--- src/rtl/inst_fetch.sv ---
// inst_fetch: fetches 512-bit lines into a 2-slot buffer and streams them as 32-bit
// instructions until the HALT word is handed off.
module inst_fetch #(
   parameter int          ADDR_W    = 16,
   parameter logic [31:0] HALT_WORD = 32'hFFFF_FFFF
) (
   input  logic              clk,
   input  logic              rst_n,
   input  logic              start,
   output logic              mem_rd_req,
   output logic [ADDR_W-1:0] mem_rd_addr,
   input  logic              mem_data_valid,
   input  logic [511:0]      mem_data,
   output logic              inst_valid,
   output logic [31:0]       inst,
   input  logic              inst_ready,
   output logic              busy,
   output logic              done
);
   typedef enum logic [1:0] {IDLE, RUN, DONE} state_t;
   state_t state, state_n;
   logic [511:0] line_q [2];
   logic [511:0] line_n;
   logic [1:0] vld, vld_n;
   logic head, tail, head_n, tail_n;
   logic [3:0] wptr, wptr_n;
   logic [ADDR_W-1:0] next_addr;
   logic outstanding, drop;
   logic run, fire, last, halt_acc, flush, wr, ld, inst_valid_n;
   logic [31:0] inst_n;

   assign run         = state == RUN;
   assign busy        = run;
   assign done        = state == DONE;
   assign fire        = inst_valid && inst_ready;
   assign last        = fire && &wptr;
   assign halt_acc    = fire && inst == HALT_WORD;
   assign flush       = start || halt_acc;
   assign wr          = mem_data_valid && outstanding && !drop && run;
   assign mem_rd_req  = run && !outstanding && !drop && !(&vld);
   assign mem_rd_addr = next_addr;

   always_ff @(posedge clk or negedge rst_n)
      if (!rst_n) state <= IDLE;
      else        state <= state_n;

   always_comb begin
      state_n = start ? RUN : (run && halt_acc) ? DONE : state;
   end

   // head is the slot being serialized, tail the slot the next response lands in
   always_comb begin
      vld_n = vld;
      if (last) vld_n[head] = 1'b0;
      if (wr) vld_n[tail] = 1'b1;
      if (flush) vld_n = '0;
      head_n       = flush ? 1'b0 : head ^ last;
      tail_n       = flush ? 1'b0 : tail ^ wr;
      wptr_n       = flush ? 4'd0 : wptr + 4'(fire);
      ld           = run && !flush && (!inst_valid || fire);
      line_n       = (wr && tail == head_n) ? mem_data : line_q[head_n];
      inst_valid_n = ld ? vld_n[head_n] : (run && !flush && inst_valid);
      inst_n       = ld ? line_n[{wptr_n, 5'd0} +: 32] : inst;
   end

   always_ff @(posedge clk)
      if (wr) line_q[tail] <= mem_data;

   always_ff @(posedge clk or negedge rst_n)
      if (!rst_n) begin
         vld         <= '0;
         head        <= 1'b0;
         tail        <= 1'b0;
         wptr        <= '0;
         next_addr   <= '0;
         outstanding <= 1'b0;
         drop        <= 1'b0;
         inst_valid  <= 1'b0;
         inst        <= '0;
      end else begin
         vld         <= vld_n;
         head        <= head_n;
         tail        <= tail_n;
         wptr        <= wptr_n;
         inst_valid  <= inst_valid_n;
         inst        <= inst_n;
         next_addr   <= start ? '0 : next_addr + ADDR_W'(mem_rd_req);
         outstanding <= !start && (mem_rd_req || (outstanding && !mem_data_valid));
         // a request in flight at restart leaves one orphan response to swallow
         drop        <= start ? (mem_rd_req || ((outstanding || drop) && !mem_data_valid))
                              : drop && !mem_data_valid;
      end
endmodule

--- config.mk ---
export PLATFORM = sky130hd
export DESIGN_NAME = inst_fetch
export DESIGN_NICKNAME = d
export VERILOG_FILES = /design/src/rtl/inst_fetch.sv
export SDC_FILE = /design/constraint.sdc
export NUM_CORES = 2
export LEC_CHECK = 0
export CAP_MARGIN = 20
export CORE_ASPECT_RATIO = 1.1
export CORE_UTILIZATION = 42
export CTS_CLUSTER_SIZE = 28
export DETAILED_ROUTE_END_ITERATION = 8
export HOLD_SLACK_MARGIN = 0.08
export PLACE_DENSITY_LB_ADDON = 0.25
export RECOVER_POWER = 25
export SETUP_SLACK_MARGIN = 0.4
export SYNTH_ARGS = -nofsm -noshare
export SYNTH_HDL_FRONTEND = slang
export SYNTH_SLANG_ARGS = --single-unit
--- constraint.sdc ---
create_clock -name clk -period 17.7 [get_ports clk]
set_input_delay 3.54 -clock clk [delete_from_list [all_inputs] [get_ports clk]]
set_output_delay 3.54 -clock clk [all_outputs]
set_load 0.01 [all_outputs]
==> flow_summary.yaml <==
detailed_routing:
  vias: 34820
  ant_nets: 0
  finalWirelength_microns: 162600
  wire_per_inst_microns: 28.21
  viasPerCell: 6.043
  drc: 0
  first_pass_iters: 6
  dr.first_iter.drc_count: 4469
cts:
  hold_buffers: 0
  post-cts-setup-buffers: 0
  clk_pin_slew_ns: 0.06
  post_cts_resize_count: 0
  htreeDepth: 3
  clk_latency_ns: 0.71
  cts_buffer_depth: 3
  cts_tree: "yes"
  clock-sinks: 1085
  root_buffer: "clkbuf_16"
  numCtsBuffers: 111
floorplanning:
  die_w_microns: 317.0
  start_util: 0.4257
  die_y_microns: 348.5
  pin_count: 569
  fp-row-count: 126
  design.core.area_sq_um: 107700
  dieArea_sq_um: 110500
layout:
  syn_to_final_growth_pct: 22.60
  drive_gt1_frac: 0.05757
  nets: 4741
  fin_cells: 5763
sta:
  relSlewSlack: 0.1871
  grt_setup_unrepaired: "no"
  fin_crit_ns: 8.601
  finalSetupTns_ns: 0
  hold_violations: 0
  drv_slew: 0
  skew_ns: 0.03227
  setup_violations: 0
  fmax_mhz: 116.3
  worst_slew_pin_slew_ns: 1.219
  period_share: 0.4859
global_route:
  antenna_found_initial: 97
  grt-ovfl-total: 0
  grt_start_max_net_pins: 210
  grt_usage: 0.2866
  grt_first_pass_wirelength_microns: 229100
  grt_pass1_vias: 32670
synth:
  synth_compound_area_frac: 0.1416
  syn_area_per_cell_sq_um: 12.12
  synthXorXnorAreaFrac: 0.002293
  synth_cells: 3781
  synth_mux_area_frac: 0.006169
  synth-seq-cells: 1085
  yosysSeqAreaShare: 0.7041
  synth-edff-count: 1024
  synth-async-reset-ratio: 0.05622
  netlist_area_sq_um: 45840
  yosysWarnings: 0
  synth_fa_ha_area_frac: 0.001638
  synth_cell_types: 55
  synth_top_family_by_area: "compound AO/OA/AOI/OAI gates"
  yosys.area_share.simple: 0.1150
  synthFlopType: "edfxtp_1"
  syn_nets: 4304
run:
  cap_violations: 0
setup_path:
  crit_slowest_cell: "clkdlybuf4s50_1"
  path_class: "primary input to register"
  worstSetupStartpointType: "primary input"
  crit_chain: "clkdlybuf4s50_1, a31oi_2, buf_4, nand2_4, inv_8, buf_12, buf_4, a31oi_1, o21ai_0, a21oi_1, or4_1"
  worstPathRequired_ns: 18.28
  crit_top_cell: "buf_4"
  cp_slowest_stage_delay_ns: 0.82
  r2r_start: "inst[10]$_DFFE_PN0P_"
  cp_max_fo: 150
  cp-startpoint: "start"
  critPathArrivalTime_ns: 9.18
  end_kind: "register"
pwr:
  pwr-share-clk: 0.398
  p_per_area_nw_per_um2: 104.3
  irDropWorstVdd_mv: 0.07205
  sw_frac_of_total: 0.2374
  pwr-share-comb: 0.092
  intPower_mw: 4.470
  pwr-share-seq: 0.511
  switching_power_mw: 1.391
  power.leakage_nw: 18.96
placement:
  routabilityCongestion: 0.8627
  io_buffers: 568
  placed_cells: 5513
  hpwl_microns: 103800
worst_hold_path:
  hold_start: "drop$_DFF_PN0_"
  hp-class: "register to register"
outcome:
  outcome: "finished, final reports clean"
## logic make-up (layout without fill, tap and decap cells)
| group | after synthesis | after routing |
|---|---|---|
| adders and majority gates | 6 | 6 |
| xor gates and xnor gates | 12 | 12 |
| muxes | 26 | 26 |
| DFF | 1085 | 1085 |
| buffers and inverters | 301 | 828 |
| other | 0 | 47 |
| and+or+nand+nor | 1274 | 1274 |
| AOI/OAI and AO/OA | 1077 | 1077 |
## worst max-delay path: cells and delay by family
family	cells	cell delay [ns]
buffers and inverters	5	3.41
AOI/OAI and AO/OA	4	1.15
and+or+nand+nor	2	0.94
## stage by stage
step                      worst slack [ns]  power (mW)    util  instance area [sq um]  hold WS [ns]
after global routing                 8.800       6.013  0.5213                  56140        0.5565
after floorplan                      1.134       3.308       -                  45840        0.4746
after CTS                            9.132       5.885  0.5209                  56090        0.5236
after global placement               8.499       3.582  0.4877                  52520        0.4986
final                                9.099       5.861  0.5219                  56200        0.5277
after detailed placement             8.403       3.589  0.4877                  52520        0.5093
## path summary, 6_finish.rpt
| kind | endpoint | slack (ns) | cells after the start |
|---|---|---|---|
| setup / recovery | inst[5]$_DFFE_PN0P_ | 9.10 | 11 |
| min in group asynchronous | mem_rd_addr[1]$_DFF_PN0_ | 2.85 | 1 |
| max in group asynchronous | inst[8]$_DFFE_PN0P_ | 13.41 | 2 |
| setup reg to reg | inst[14]$_DFFE_PN0P_ | 11.59 | 10 |
| hold / removal | drop$_DFF_PN0_ | 0.53 | 1 |
| hold reg to reg | drop$_DFF_PN0_ | 0.53 | 1 |
## power by group through the flow
| stage | Clock (mW) | Sequential (mW) | Combinational (mW) |
|---|---|---|---|
| after floorplan | 0 | 3.07 | 0.233 |
| after detailed placement | 0 | 3.04 | 0.544 |
| after CTS | 2.35 | 2.99 | 0.547 |
| after global routing | 2.44 | 3.00 | 0.573 |
| final | 2.33 | 2.99 | 0.538 |
| after global placement | 0 | 3.04 | 0.540 |
## synthesized netlist by cell type (all sizes together) (13+ instances only)
master	n	share of area
and3	32	0.0044
a32oi	26	0.0050
o22ai	215	0.029
a31oi	319	0.044
o221ai	19	0.0036
a211oi	13	0.0021
nand2	960	0.079
mux2	18	0.0044
o21ai	262	0.029
dfrtp	61	0.033
nand4	24	0.0033
or4	23	0.0038
a21oi	156	0.017
buf	90	0.012
edfxtp	1024	0.67
nor2	78	0.0064
clkbuf	202	0.017
o211ai	24	0.0039
nand3	112	0.012
## registers in the layout, indices dropped and copies added, names as in the netlist, 2 cells and up
signal       flops
line_q        1024
inst            32
mem_rd_addr     16
wptr             4
state            2
vld              2
## final cells by class
type	instances	area (sq um)
antenna	47	117.6
clock buffer	133	2933
clock inverter	70	638.1
fill	9207	51480
inverter	9	43.79
multi-input combinational	2395	12320
sequential	1085	32280
tap	1408	1762
timing repair buffer	616	6115
## layer usage
metal  share of wire  vias to the layer above  global-route usage
li1                -                    15280                   -
met1            0.39                    17170              0.3884
met2            0.47                     1999              0.4463
met3           0.098                      349             0.06037
met4           0.042                       32              0.1194
met5          0.0012                        -                   0
## layout by cell type, fill, tap and decap left out, types with 10 or more instances in the layout
cell	synthesis	layout
a21oi_1	156	156
mux2_2	18	18
o21ai_0	184	184
nor3_1	11	10
o22ai_1	215	215
or3_1	11	10
a31oi_1	319	318
nand2b_1	11	11
o21ai_1	78	78
a32oi_1	26	26
a211oi_1	13	13
clkbuf_1	202	18
clkbuf_16	0	113
and3_1	32	32
nand3_1	112	112
nand4_1	24	24
buf_4	13	42
dlygate4sd3_1	0	275
bufinv_16	0	11
clkinv_1	0	23
dfrtp_1	61	61
o221ai_1	19	19
clkinv_2	0	23
diode_2	0	47
or4_1	23	23
nor2_1	78	76
nand2_1	959	955
o211ai_1	24	24
edfxtp_1	1024	1024
clkdlybuf4s50_1	0	292
Power figures use the tool's default switching activity.
